File: config.mk
export PLATFORM = sky130hd
export DESIGN_NAME = vid_out_fmt_flat
export DESIGN_NICKNAME = d
export VERILOG_FILES = /design/src/rtl/vid_out_fmt_if.sv /design/src/rtl/vid_out_fmt.sv /design/src/flat_wrapper.sv
export SDC_FILE = /design/constraint.sdc
export NUM_CORES = 1
export LEC_CHECK = 0
export BUFFER_PORTS_ARGS = -buffer_cell sky130_fd_sc_hd__buf_2
export CORE_MARGIN = 8
export CORE_UTILIZATION = 25
export DETAILED_ROUTE_END_ITERATION = 10
export PLACE_DENSITY_LB_ADDON = 0.15
export SLEW_MARGIN = 20
export SYNTH_ARGS = -nofsm -noshare
export SYNTH_HDL_FRONTEND = slang
export SYNTH_SLANG_ARGS = --single-unit
File: constraint.sdc
create_clock -name I_pxl_clk -period 2.7 [get_ports I_pxl_clk]
set_clock_uncertainty 0.1 [all_clocks]
set_input_delay 0.54 -clock I_pxl_clk [delete_from_list [all_inputs] [get_ports I_pxl_clk]]
set_output_delay 0.54 -clock I_pxl_clk [all_outputs]
set_load 0.005 [all_outputs]
File: src/rtl/vid_out_fmt_if.sv
// -----------------------------------------------------------------------------
// vid_out_fmt_if
//   Pixel line-FIFO read port seen by the video output formatter.
//
//   Signal map to the formatter's FIFO pins:
//     rd    -> O_fifo_rd     FIFO read strobe (formatter drives)
//     flush -> O_fifo_flush  one-cycle FIFO flush pulse (formatter drives)
//     data  -> I_fifo_data   8-bit grayscale pixel, valid one cycle after rd
//     empty -> I_fifo_empty  FIFO empty flag
//
//   Modports:
//     master : formatter side (drives rd/flush, samples data/empty)
//     slave  : FIFO side
// -----------------------------------------------------------------------------
interface vid_out_fmt_if;
  logic       rd;
  logic       flush;
  logic [7:0] data;
  logic       empty;

  modport master (output rd, output flush, input data, input empty);
  modport slave  (input rd, input flush, output data, output empty);
endinterface

File: src/rtl/vid_out_fmt.sv
// -----------------------------------------------------------------------------
// vid_out_fmt
//   Video output formatter between the pixel line FIFO and the HDMI/DVI
//   encoder. Pulls 8-bit grayscale pixels during the sync generator's read
//   window and emits 24-bit RGB, with DE/HS/VS delayed to match (2 cycles).
//   DE pixels outside the read window get BORDER_COLOR. A read request that
//   meets an empty FIFO is an underflow event: it is flagged (sticky),
//   counted (saturating), the rest of the frame is filled with UFL_COLOR and
//   the FIFO is flushed and reading resumes at the next frame start.
//
//   Optional feature: define VIDOUT_TESTPAT_EN to add an 8-bar colour test
//   pattern selected by I_testpat (BAR_W pixels per bar). Without the macro
//   I_testpat is ignored.
//
//   Ports:
//     I_pxl_clk           pixel clock (only clock)
//     I_rst_n             synchronous active-low reset
//     I_rden              read-window strobe from the sync generator
//     I_de, I_hs, I_vs    display enable / syncs (HS_POL / VS_POL active)
//     I_testpat           select colour-bar pattern (macro builds only)
//     fifo                line-FIFO port (vid_out_fmt_if.master)
//     O_r, O_g, O_b       output pixel
//     O_de, O_hs, O_vs    syncs delayed to match the pixel
//     O_ufl               sticky underflow flag
//     O_ufl_cnt           underflow-event count, saturating at 255
// -----------------------------------------------------------------------------
module vid_out_fmt #(
  parameter bit          HS_POL       = 1'b1,
  parameter bit          VS_POL       = 1'b1,
  parameter logic [23:0] BORDER_COLOR = 24'h000000,
  parameter logic [23:0] UFL_COLOR    = 24'hFF0000,
  parameter int          BAR_W        = 80
) (
  input  logic                 I_pxl_clk,
  input  logic                 I_rst_n,
  input  logic                 I_rden,
  input  logic                 I_de,
  input  logic                 I_hs,
  input  logic                 I_vs,
  input  logic                 I_testpat,
  vid_out_fmt_if.master        fifo,
  output logic [7:0]           O_r,
  output logic [7:0]           O_g,
  output logic [7:0]           O_b,
  output logic                 O_de,
  output logic                 O_hs,
  output logic                 O_vs,
  output logic                 O_ufl,
  output logic [7:0]           O_ufl_cnt
);

  typedef enum logic [1:0] {
    WAIT_SOF = 2'd0,
    RUN      = 2'd1,
    RESYNC   = 2'd2
  } state_t;

  state_t state_q, state_d;

  // Frame-start detection: vs_prev_q holds the previous "VS active" sample.
  logic vs_act, vs_prev_q, sof;
  assign vs_act = (I_vs == VS_POL);
  assign sof    = vs_act & ~vs_prev_q;

  logic rd_c, flush_c, tag_c, evt_c;

  // Underflow bookkeeping
  logic       ufl_q;
  logic [7:0] ufl_cnt_q;

  // Stage 1: strobes captured alongside the FIFO read
  logic s1_rden_q, s1_de_q, s1_hs_q, s1_vs_q, s1_ufl_q, s1_rd_q;

  // Stage 2: output registers
  logic [23:0] rgb_q, pix_d;
  logic        de_q, hs_q, vs_q;

  // ---------------------------------------------------------------------------
  // Next-state / FIFO control
  // ---------------------------------------------------------------------------
  always_comb begin
    // NOTE: every signal gets a default first so no path through this block
    // leaves a value held over, which would otherwise infer a latch.
    state_d = state_q;
    rd_c    = 1'b0;
    flush_c = 1'b0;
    tag_c   = 1'b0;
    evt_c   = 1'b0;
    unique case (state_q)
      WAIT_SOF: begin
        if (sof) state_d = RUN;
      end
      RUN: begin
        rd_c = I_rden & ~fifo.empty;
        if (I_rden & fifo.empty) begin
          tag_c   = 1'b1;
          evt_c   = 1'b1;
          state_d = RESYNC;
        end
      end
      RESYNC: begin
        // Everything in the read window is lost until the next frame start.
        tag_c = I_rden;
        if (sof) begin
          flush_c = 1'b1;
          state_d = RUN;
        end
      end
      default: state_d = WAIT_SOF;
    endcase
    // Strobes are combinational, so hold them off while reset is asserted.
    if (!I_rst_n) begin
      rd_c    = 1'b0;
      flush_c = 1'b0;
    end
  end

  assign fifo.rd    = rd_c;
  assign fifo.flush = flush_c;

  // ---------------------------------------------------------------------------
  // Test pattern (optional)
  // ---------------------------------------------------------------------------
`ifdef VIDOUT_TESTPAT_EN
  // Horizontal position tracked as (bar, pixel-within-bar) so no divider is
  // needed; the bar index stops at the last bar for over-long windows.
  logic [15:0] px_q;
  logic [2:0]  bar_q, s1_bar_q;
  logic        s1_tp_q;
  logic [23:0] bar_rgb;

  always_ff @(posedge I_pxl_clk) begin
    if (!I_rst_n || !I_rden) begin
      px_q  <= '0;
      bar_q <= '0;
    end else if (bar_q != 3'd7) begin
      if (px_q == 16'(BAR_W - 1)) begin
        px_q  <= '0;
        bar_q <= bar_q + 3'd1;
      end else begin
        px_q <= px_q + 16'd1;
      end
    end
  end

  always_ff @(posedge I_pxl_clk) begin
    if (!I_rst_n) begin
      s1_bar_q <= '0;
      s1_tp_q  <= 1'b0;
    end else begin
      s1_bar_q <= bar_q;
      s1_tp_q  <= I_testpat;
    end
  end

  always_comb begin
    unique case (s1_bar_q)
      3'd0:    bar_rgb = 24'hFFFFFF;  // white
      3'd1:    bar_rgb = 24'hFFFF00;  // yellow
      3'd2:    bar_rgb = 24'h00FFFF;  // cyan
      3'd3:    bar_rgb = 24'h00FF00;  // green
      3'd4:    bar_rgb = 24'hFF00FF;  // magenta
      3'd5:    bar_rgb = 24'hFF0000;  // red
      3'd6:    bar_rgb = 24'h0000FF;  // blue
      default: bar_rgb = 24'h000000;  // black
    endcase
  end
`else
  logic unused_testpat;
  assign unused_testpat = I_testpat;
  localparam int unused_bar_w = BAR_W;
`endif

  // ---------------------------------------------------------------------------
  // Colour select; FIFO data for a stage-1 read is valid in this cycle.
  // ---------------------------------------------------------------------------
  always_comb begin
    pix_d = '0;
    if (!s1_de_q)
      pix_d = '0;
    else if (!s1_rden_q)
      pix_d = BORDER_COLOR;
    else if (s1_ufl_q)
      pix_d = UFL_COLOR;
`ifdef VIDOUT_TESTPAT_EN
    else if (s1_tp_q)
      pix_d = bar_rgb;
`endif
    else if (s1_rd_q)
      pix_d = {3{fifo.data}};
    else
      pix_d = '0;  // window pixel with no read issued (before first frame)
  end

  // ---------------------------------------------------------------------------
  // State, counters and pipeline registers
  // ---------------------------------------------------------------------------
  always_ff @(posedge I_pxl_clk) begin
    // NOTE: reset is synchronous and clears the whole pipeline, so a reset
    // pulse mid-line shows idle syncs on the very next edge.
    if (!I_rst_n) begin
      state_q   <= WAIT_SOF;
      vs_prev_q <= 1'b0;
      ufl_q     <= 1'b0;
      ufl_cnt_q <= '0;
      s1_rden_q <= 1'b0;
      s1_de_q   <= 1'b0;
      s1_hs_q   <= ~HS_POL;
      s1_vs_q   <= ~VS_POL;
      s1_ufl_q  <= 1'b0;
      s1_rd_q   <= 1'b0;
      rgb_q     <= '0;
      de_q      <= 1'b0;
      hs_q      <= ~HS_POL;
      vs_q      <= ~VS_POL;
    end else begin
      // NOTE: non-blocking assignments so every register samples values from
      // before this edge, independent of statement order.
      state_q   <= state_d;
      vs_prev_q <= vs_act;
      if (evt_c) begin
        ufl_q <= 1'b1;
        if (ufl_cnt_q != 8'hFF) ufl_cnt_q <= ufl_cnt_q + 8'd1;
      end
      s1_rden_q <= I_rden;
      s1_de_q   <= I_de;
      s1_hs_q   <= I_hs;
      s1_vs_q   <= I_vs;
      s1_ufl_q  <= tag_c;
      s1_rd_q   <= rd_c;
      rgb_q     <= pix_d;
      de_q      <= s1_de_q;
      hs_q      <= s1_hs_q;
      vs_q      <= s1_vs_q;
    end
  end

  assign {O_r, O_g, O_b} = rgb_q;
  assign O_de      = de_q;
  assign O_hs      = hs_q;
  assign O_vs      = vs_q;
  assign O_ufl     = ufl_q;
  assign O_ufl_cnt = ufl_cnt_q;

endmodule

File: src/flat_wrapper.sv
// flat-port wrapper written by rule: the top's interface ports become plain ports
module vid_out_fmt_flat 
#(
  parameter bit          HS_POL       = 1'b1,
  parameter bit          VS_POL       = 1'b1,
  parameter logic [23:0] BORDER_COLOR = 24'h000000,
  parameter logic [23:0] UFL_COLOR    = 24'hFF0000,
  parameter int          BAR_W        = 80
)
  (I_pxl_clk, I_rst_n, I_rden, I_de, I_hs, I_vs, I_testpat, O_r, O_g, O_b, O_de, O_hs, O_vs, O_ufl, O_ufl_cnt, fifo_rd, fifo_flush, fifo_data, fifo_empty);
  vid_out_fmt_if fifo_i ();
  input  logic I_pxl_clk;
  input  logic I_rst_n;
  input  logic I_rden;
  input  logic I_de;
  input  logic I_hs;
  input  logic I_vs;
  input  logic I_testpat;
  output logic [7:0] O_r;
  output logic [7:0] O_g;
  output logic [7:0] O_b;
  output logic O_de;
  output logic O_hs;
  output logic O_vs;
  output logic O_ufl;
  output logic [7:0] O_ufl_cnt;
  output wire logic [$bits(fifo_i.rd)-1:0] fifo_rd;
  output wire logic [$bits(fifo_i.flush)-1:0] fifo_flush;
  input wire logic [$bits(fifo_i.data)-1:0] fifo_data;
  input wire logic [$bits(fifo_i.empty)-1:0] fifo_empty;
  assign fifo_rd = fifo_i.rd;
  assign fifo_flush = fifo_i.flush;
  assign fifo_i.data = fifo_data;
  assign fifo_i.empty = fifo_empty;
  vid_out_fmt #(.HS_POL(HS_POL), .VS_POL(VS_POL), .BORDER_COLOR(BORDER_COLOR), .UFL_COLOR(UFL_COLOR), .BAR_W(BAR_W)) u_core (.I_pxl_clk(I_pxl_clk), .I_rst_n(I_rst_n), .I_rden(I_rden), .I_de(I_de), .I_hs(I_hs), .I_vs(I_vs), .I_testpat(I_testpat), .fifo(fifo_i), .O_r(O_r), .O_g(O_g), .O_b(O_b), .O_de(O_de), .O_hs(O_hs), .O_vs(O_vs), .O_ufl(O_ufl), .O_ufl_cnt(O_ufl_cnt));
endmodule
==> results of run 1 <==
-- how the worst min path moves through the flow --
stage	startpoint	to	slack [ns]	depth (start not counted)
final	u_core.s1_hs_q	u_core.O_hs	0.34	1
after global routing	fifo_data[5]	u_core.rgb_q[21]	0.35	3
after CTS	u_core.s1_hs_q	u_core.O_hs	0.34	1
after detailed placement	u_core.s1_hs_q	u_core.O_hs	0.32	1
after global placement	u_core.s1_hs_q	u_core.O_hs	0.31	1
after floorplan	u_core.s1_hs_q	u_core.O_hs	0.31	1
-- metal layers --
| metal | wire [um] | GRT usage |
|---|---|---|
| met1 | 1410 | 0.0881 |
| met2 | 1270 | 0.117 |
| met3 | 281 | 0.0399 |
| met4 | 50 | 0.0416 |
| met5 | 0 | 0 |
-- power breakdown --
group,switching (W),internal (W)
clock,0.000192,0.000274
combinational,0.0000718,0.0000636
sequential,0.0000187,0.000553
-- kinds of logic (layout without fill, tap and decap cells) --
group,count (synthesis),after routing,share of synthesized area
adders and majority gates,6,6,0.0546
muxes,4,4,0.0291
buffers and inverters,15,64,0.0691
and+or+nand+nor,67,67,0.252
xor gates and xnor gates,2,2,0.0127
AOI/OAI and AO/OA,12,12,0.0582
DFF,36,36,0.524
-- stage by stage --
step                hold WS [ns]  total power [W]
CTS                        0.340          0.00119
floorplan                  0.312         0.000680
detailed placement         0.322         0.000721
finish                     0.336          0.00117
global placement           0.313         0.000721
global route               0.349          0.00125
-- sequential cells by signal, summed over array words and instances (netlist names) --
register and count:
u_core.rgb_q 16, u_core.O_ufl_cnt 8, u_core.state_q 2, u_core.O_de 1
u_core.O_hs 1, u_core.O_ufl 1, u_core.O_vs 1, u_core.s1_de_q 1
u_core.s1_hs_q 1, u_core.s1_rd_q 1, u_core.s1_rden_q 1, u_core.s1_ufl_q 1
u_core.vs_prev_q 1
-- layout make-up --
type / instances / area (um2) / share of cell area
clock inverter: 2 / 35.0 / 0.0200
inverter: 4 / 15.0 / 0.00857
timing repair buffer: 52 / 260 / 0.148
sequential: 36 / 721 / 0.411
clock buffer: 6 / 72.6 / 0.0414
multi-input combinational: 91 / 559 / 0.319
tap: 72 / 90.1 / 0.0514
-- cells in the final DEF, fill, tap and decap left out, types with 2 or more instances in the layout --
master	netlist	routed
and2_1	16	16
a21oi_1	4	4
o21ai_0	2	2
buf_2	1	52
nor3_1	4	4
mux2i_1	4	4
dfxtp_1	36	36
clkbuf_8	0	5
nand3_1	3	3
xor2_1	2	2
o31ai_1	2	2
and3_1	2	2
nor2_1	10	10
inv_1	4	4
ha_1	6	6
nand2_1	24	24
==> impl_metrics.csv, run 1 <==
group,metric,value,unit
layout,insertedDiodeCount,0,
sta,fin_setup_tns,0,ns
outcome,outcome,"complete, no violations",
grt,grt-ovfl-total,0,
logic_synthesis,synth.area.top_cells,"dfxtp_1, and2_1, nand2_1",
sta,grt_setup_unrepaired,"false",
floorplan,rows,27,
cts,clk_path_buf_depth,2,
power_and_ir_drop,ir_drop,0.212,mV
cts,htree_levels,2,
grt,grt_start_max_net_pins,13,
setup_path,setup.worst_path.end_class,"register",
floorplan,ios,54,
setup_path,rrSetupSlack,0.70,ns
grt,grt_pass1_vias,1088,
layout,layout.nets,212,
sta,worst_slew_pin_slew,0.437,ns
placed_design,post_dp_cell_area,1650,um2
logic_synthesis,synth_cells,142,
logic_synthesis,yosysWarnings,0,
sta,finalSetupViolCount,0,
sta,period_share,0.741,
cts,cts_buffers,5,
drt,drt-initial-drc-count,19,
drt,vias,1059,
cts,cts_tree,"built",
setup_path,setup.worst_path.class,"reg2reg",
layout,area_growth,27.5,%
drt,drc_errors,0,
setup_path,worstPathArrival,2.12,ns
cts,postCtsSetupBuffers,0,
drt,dr.pass1.iters,4,
floorplan,die_h,90.2,um
cts,clock-root-buffer,"clkbuf_8",
placed_design,dpl.cell_count,255,
logic_synthesis,synth_commonest_cells,"dfxtp_1, nand2_1, and2_1",
cts,insertion_delay,0.28,ns
power_and_ir_drop,p_per_area,669,nW/um2
placed_design,place_ws,0.695,ns
logic_synthesis,yosys.area.top_type_share,0.524,
logic_synthesis,synth_nets,164,
grt,antenna_found_initial,0,
sta,period_minus_slack,2.00,ns
sta,maxSlewViolCount,0,
setup_path,max_stage_delay,0.51,ns
grt,grt_pass1_wl,5120,um
setup_path,startpoint,"u_core.state_q[1]",
cts,holdBufCountCts,0,
logic_synthesis,ys_ff_latch,36,
setup_path,crit_buf_inv,1,
layout,drive_gt1_frac,0.314,
setup_path,worstSetupStartpointType,"register",
setup_path,r2r-end,"u_core.O_ufl_cnt[5]",
placed_design,dpl.hpwl,2330,um
sta,final.setup.worst_slack,0.700,ns
logic_synthesis,synth.distinct_cells,30,
drt,vias_per_cell,4.03,
sta,fmax,0.500,GHz
logic_synthesis,netlist_area,1380,um2
logic_synthesis,syn_area_per_cell,9.68,um2
placed_design,place.gp.congestion,0.672,
drt,wl,3010,um
cts,cts_resized,0,
sta,maxSlewHeadroom,0.706,
logic_synthesis,ys_async_sr_fraction,0,
floorplan,start_util,0.254,
layout,fill_cells,596,
setup_path,slowest_stage,"or4_1",
power_and_ir_drop,leakage,0.896,nW
setup_path,cp.required,2.82,ns
cts,path_clk_slew,0.07,ns
cts,cts.sinks,36,
logic_synthesis,synth_edf_count,0,
setup_path,rr_worst_depth,6,
logic_synthesis,yosys.area.top_type,"dfxtp_1",
drt,wl_per_cell,11.4,um
setup_path,cp_top_family,"simple AND/OR/NAND/NOR gates",
floorplan,die_x,90.2,um
logic_synthesis,seq_area_frac_synth,0.524,
grt,track_usage,0.0778,
floorplan,core_area,5410,um2
setup_path,rr_startpoint,"u_core.state_q[1]",
setup_path,worstPathCellList,"inv_1, ha_1, and3_1, nand4_4, or4_1, a21oi_1",
floorplan,die-area,8130,um2
layout,fin_area,1750,um2
layout,fin_util,0.324,
drt,antenna_left,0,
setup_path,cp.depth,6,
placed_design,io_buffer_count,52,
sta,hold_violations,0,
layout,fin_cells,263,
logic_synthesis,synth.most_common_cell,"dfxtp_1",
setup_path,crit_path_end,"u_core.O_ufl_cnt[5]",
logic_synthesis,synth_ff_type,"dfxtp_1",
run,drv_cap,0,
setup_path,worst-path-max-fanout,6,
hold_path,hold_class,"reg2reg",
Note: power is estimated with default switching activity, not from simulation.
==> run 2, diff against run 1 <==
clock period = 1.85 ns   (was 2.7 ns; I/O delays follow)
==> impl_metrics.csv, run 2 (same netlist as run 1, synthesis figures left out) <==
group,metric,value,unit
drt,vias_per_cell,3.97,
layout,largest_register,"u_core.rgb_q",
cts,cts_resized,1,
floorplan,ios,54,
sta,worst_slew_pin_slew,0.442,ns
layout,largest_reg_flops,16,
cts,cts_buffers,5,
floorplan,rows,27,
setup_path,worstSetupStartpointType,"register",
layout,fin_cells,271,
grt,grt-ovfl-total,0,
setup_path,cp.required,1.38,ns
cts,clk_path_buf_depth,2,
layout,area_growth,32.7,%
drt,drc_errors,0,
floorplan,die_x,90.2,um
drt,antenna_left,0,
layout,fin_util,0.338,
sta,maxSlewViolCount,0,
grt,met3_usage,0.0424,
cts,htree_levels,2,
grt,grt_pass1_wl,5060,um
hold_path,hold_class,"in2reg",
power_and_ir_drop,power.internal,0.00132,W
placed_design,dpl.hpwl,2330,um
sta,finalSetupViolCount,0,
power_and_ir_drop,power.total,0.00174,W
grt,antenna_found_initial,0,
run,drv_cap,0,
power_and_ir_drop,seqPwrFrac,0.480,
power_and_ir_drop,leakage,0.937,nW
placed_design,place.gp.congestion,0.671,
cts,insertion_delay,0.28,ns
grt,grt_pass1_vias,1075,
grt,gr-usage-met2,0.113,
floorplan,start_util,0.254,
grt,track_usage,0.0761,
layout,final_cell_mix,"buf_2, dfxtp_1, nand2_1",
placed_design,dpl.cell_count,263,
setup_path,worstPathArrival,1.26,ns
sta,fmax,0.578,GHz
power_and_ir_drop,p_switching,0.000421,W
power_and_ir_drop,pwr-share-clk,0.391,
drt,wl,3020,um
power_and_ir_drop,p_per_area,954,nW/um2
cts,clock-root-buffer,"clkbuf_8",
sta,hold_violations,0,
grt,grt_start_max_net_pins,13,
cts,cts_tree,"built",
cts,postCtsSetupBuffers,0,
floorplan,core_area,5410,um2
drt,drt-initial-drc-count,25,
layout,drive_gt1_frac,0.367,
sta,final.setup.worst_slack,0.119,ns
grt,use_met1,0.0885,
sta,grt_setup_unrepaired,"false",
floorplan,die-area,8130,um2
sta,fin_setup_tns,0,ns
drt,vias,1077,
drt,dr.pass1.iters,4,
layout,layout.nets,220,
cts,path_clk_slew,0.08,ns
setup_path,worst-path-max-fanout,4,
layout,insertedDiodeCount,0,
cts,cts.sinks,36,
power_and_ir_drop,comb_power_share,0.129,
power_and_ir_drop,ir_drop,0.403,mV
setup_path,setup.worst_path.end_class,"output port",
floorplan,die_h,90.2,um
sta,period_minus_slack,1.73,ns
power_and_ir_drop,p_sw_frac,0.242,
sta,period_share,0.936,
placed_design,io_buffer_count,52,
setup_path,setup.worst_path.class,"reg2out",
cts,holdBufCountCts,0,
sta,maxSlewHeadroom,0.703,
grt,top_usage_layer,"met2",
layout,final_common_cell,"buf_2",
placed_design,place_ws,0.0899,ns
outcome,outcome,"complete, no violations",
drt,wl_per_cell,11.1,um
run 2: cell types whose count changed in the layout (fill, tap and decap cells not counted), sizes merged:
cell	previous run	this run
clkinvlp	0	1
buf	52	60
clkbuf	6	5
run 2: path summary, 6_finish.rpt:
check | startpoint | end | slack (ns) | cells past startpoint
worst max-delay path | u_core.state_q[1] | fifo_rd | 0.12 | 6
worst min-delay path | fifo_data[2] | u_core.rgb_q[18] | 0.18 | 3
worst max register to register | u_core.state_q[1] | u_core.O_ufl_cnt[5] | 0.15 | 6
worst min register to register | u_core.s1_hs_q | u_core.O_hs | 0.33 | 1
run 2: power by group through the flow:
stage	logic, W	registers, W	clock network, W
after floorplan	0.000144	0.000849	0
after global placement	0.000227	0.000848	0
after detailed placement	0.000224	0.000850	0
after CTS	0.000227	0.000832	0.000719
after global routing	0.000260	0.000840	0.000753
final	0.000224	0.000835	0.000681
run 2: critical path: stages, from the launching register on:
cell     delay, ns
dfxtp_2       0.36
inv_2         0.06
ha_1          0.18
buf_4         0.14
nand2_1       0.09
nor3_2        0.04
buf_2         0.12
run 2: cell type report:
cell class | count | area [um2]
fillers | 570 | 3580
flip-flops and latches | 36 | 723
multi-input cells | 91 | 564
repair buffers | 60 | 320
well taps | 72 | 90.1
clock buffers | 5 | 68.8
clock inverters | 3 | 42.5
inverters | 4 | 15.0
run 2: metrics by stage:
stage,hold slack (ns),cell area (um2)
2_1_floorplan,0.312,1380
3_3_place_gp,0.313,1710
3_5_place_dp,0.318,1710
4_1_cts,0.174,1820
5_1_grt,0.181,1820
6_report,0.183,1820
run 2: routing by layer:
metal  up-vias  share of wire  wire length [um]
li1        571              -                 -
met1       455           0.45              1370
met2        47           0.43              1310
met3         4           0.10               307
met4         0         0.0096                29
met5         -              0                 0
==> run 3, diff against run 2 <==
CORE_UTILIZATION = 32   (was 25)
==> impl_metrics.csv, run 3 (same netlist as run 1, synthesis figures left out) <==
group,metric,value,unit
grt,grt_pass1_vias,1083,
sta,fmax,0.564,GHz
placed_design,dpl.hpwl,2420,um
drt,wl_per_cell,12.1,um
layout,largest_register,"u_core.rgb_q",
cts,htree_levels,2,
cts,cts_tree,"built",
grt,grt-ovfl-total,0,
cts,clock-root-buffer,"clkbuf_8",
grt,grt_start_max_net_pins,13,
run,drv_cap,0,
power_and_ir_drop,p_switching,0.000435,W
power_and_ir_drop,comb_power_share,0.120,
grt,track_usage,0.0937,
cts,clk_path_buf_depth,2,
placed_design,place.gp.congestion,0.775,
floorplan,rows,24,
power_and_ir_drop,pwr-share-clk,0.469,
power_and_ir_drop,seqPwrFrac,0.411,
layout,layout.nets,221,
setup_path,rrSetupSlack,0.16,ns
drt,dr.pass1.iters,4,
setup_path,worstPathArrival,1.30,ns
cts,cts_buffers,5,
power_and_ir_drop,leakage,0.968,nW
setup_path,worstSetupStartpointType,"register",
sta,period_minus_slack,1.77,ns
cts,insertion_delay,0.29,ns
setup_path,setup.worst_path.end_class,"output port",
setup_path,worst-path-max-fanout,5,
placed_design,dpl.cell_count,243,
grt,antenna_found_initial,0,
cts,path_clk_slew,0.07,ns
layout,area_growth,36.3,%
layout,insertedDiodeCount,0,
sta,hold_violations,0,
placed_design,io_buffer_count,52,
hold_path,hold_class,"in2reg",
floorplan,start_util,0.325,
floorplan,die_x,81.6,um
power_and_ir_drop,p_per_area,1090,nW/um2
floorplan,ios,54,
setup_path,worstPathCellList,"inv_1, ha_1, and3b_1, buf_2",
power_and_ir_drop,p_sw_frac,0.213,
floorplan,die-area,6650,um2
drt,wl,3050,um
drt,drt-initial-drc-count,31,
cts,cts.sinks,36,
setup_path,cp.required,1.38,ns
layout,fin_cells,252,
drt,antenna_left,0,
drt,drc_errors,0,
layout,final_common_cell,"buf_2",
layout,drive_gt1_frac,0.380,
setup_path,max_stage_delay,0.39,ns
sta,maxSlewViolCount,0,
power_and_ir_drop,power.internal,0.00161,W
sta,period_share,0.959,
setup_path,slowest_stage,"dfxtp_2",
hold_path,holdPathStages,3,
power_and_ir_drop,ir_drop,0.431,mV
sta,worst_slew_pin_slew,0.453,ns
setup_path,rr_worst_depth,6,
sta,fin_setup_tns,0,ns
drt,vias,1114,
layout,largest_reg_flops,16,
sta,maxSlewHeadroom,0.695,
sta,grt_setup_unrepaired,"false",
setup_path,setup.worst_path.class,"reg2out",
drt,vias_per_cell,4.42,
outcome,outcome,"complete, no violations",
layout,final_cell_mix,"buf_2, dfxtp_1, nand2_1",
floorplan,die_h,81.6,um
floorplan,core_area,4230,um2
sta,finalSetupViolCount,0,
grt,grt_pass1_wl,4720,um
## run 3: timing repair
item                       in CTS  in global routing
setup endpoints to repair       1                  4
hold buffers                    0                  0
pin swaps                       0                  1
buffers inserted                0                  1
gates resized for setup         1                  8
## run 3: final timing paths
check                        end               from
min             u_core.rgb_q[16]       fifo_data[0]
max reg2reg  u_core.O_ufl_cnt[5]  u_core.state_q[1]
min reg2reg          u_core.O_hs     u_core.s1_hs_q
max                   fifo_flush  u_core.state_q[0]
## run 3: through the flow
| step | worst slack, ns | total power (W) | hold slack [ns] | cell area [um2] | utilization |
|---|---|---|---|---|---|
| after global routing | 0.00385 | 0.00214 | 0.177 | 1870 | 0.443 |
| after floorplan | 0.0708 | 0.000992 | 0.312 | 1380 | - |
| final | 0.0757 | 0.00204 | 0.182 | 1870 | 0.443 |
| after CTS | 0.0246 | 0.00205 | 0.171 | 1840 | 0.436 |
| after detailed placement | 0.102 | 0.00107 | 0.332 | 1680 | 0.397 |
| after global placement | 0.124 | 0.00106 | 0.315 | 1680 | 0.397 |
## run 3: final cells by class
cell class / instances / area (um2)
fillers: 448 / 2360
flip-flops and latches: 36 / 726
multi-input cells: 91 / 579
repair buffers: 61 / 328
clock inverters: 3 / 90.1
clock buffers: 5 / 68.8
well taps: 52 / 65.1
inverters: 4 / 17.5
## run 3: worst max-delay path: cells and delay by family (launching register included)
family,cells,cell delay [ns]
buffers and inverters,2,0.20
DFF,1,0.39
adders and majority gates,1,0.23
and+or+nand+nor,1,0.18
## run 3: power groups by stage
stage	Combinational [W]	Clock, W	Sequential (W)
floorplan	0.000144	0	0.000849
global placement	0.000218	0	0.000845
detailed placement	0.000226	0	0.000848
CTS	0.000229	0.000988	0.000829
global route	0.000282	0.00101	0.000846
finish	0.000245	0.000960	0.000841
## run 3: routing by layer
metal	wire length, um	part of all wire	track usage
met1	1120	0.37	0.0897
met2	1440	0.47	0.157
met3	428	0.14	0.0416
met4	65	0.021	0.0696
met5	0	0	0
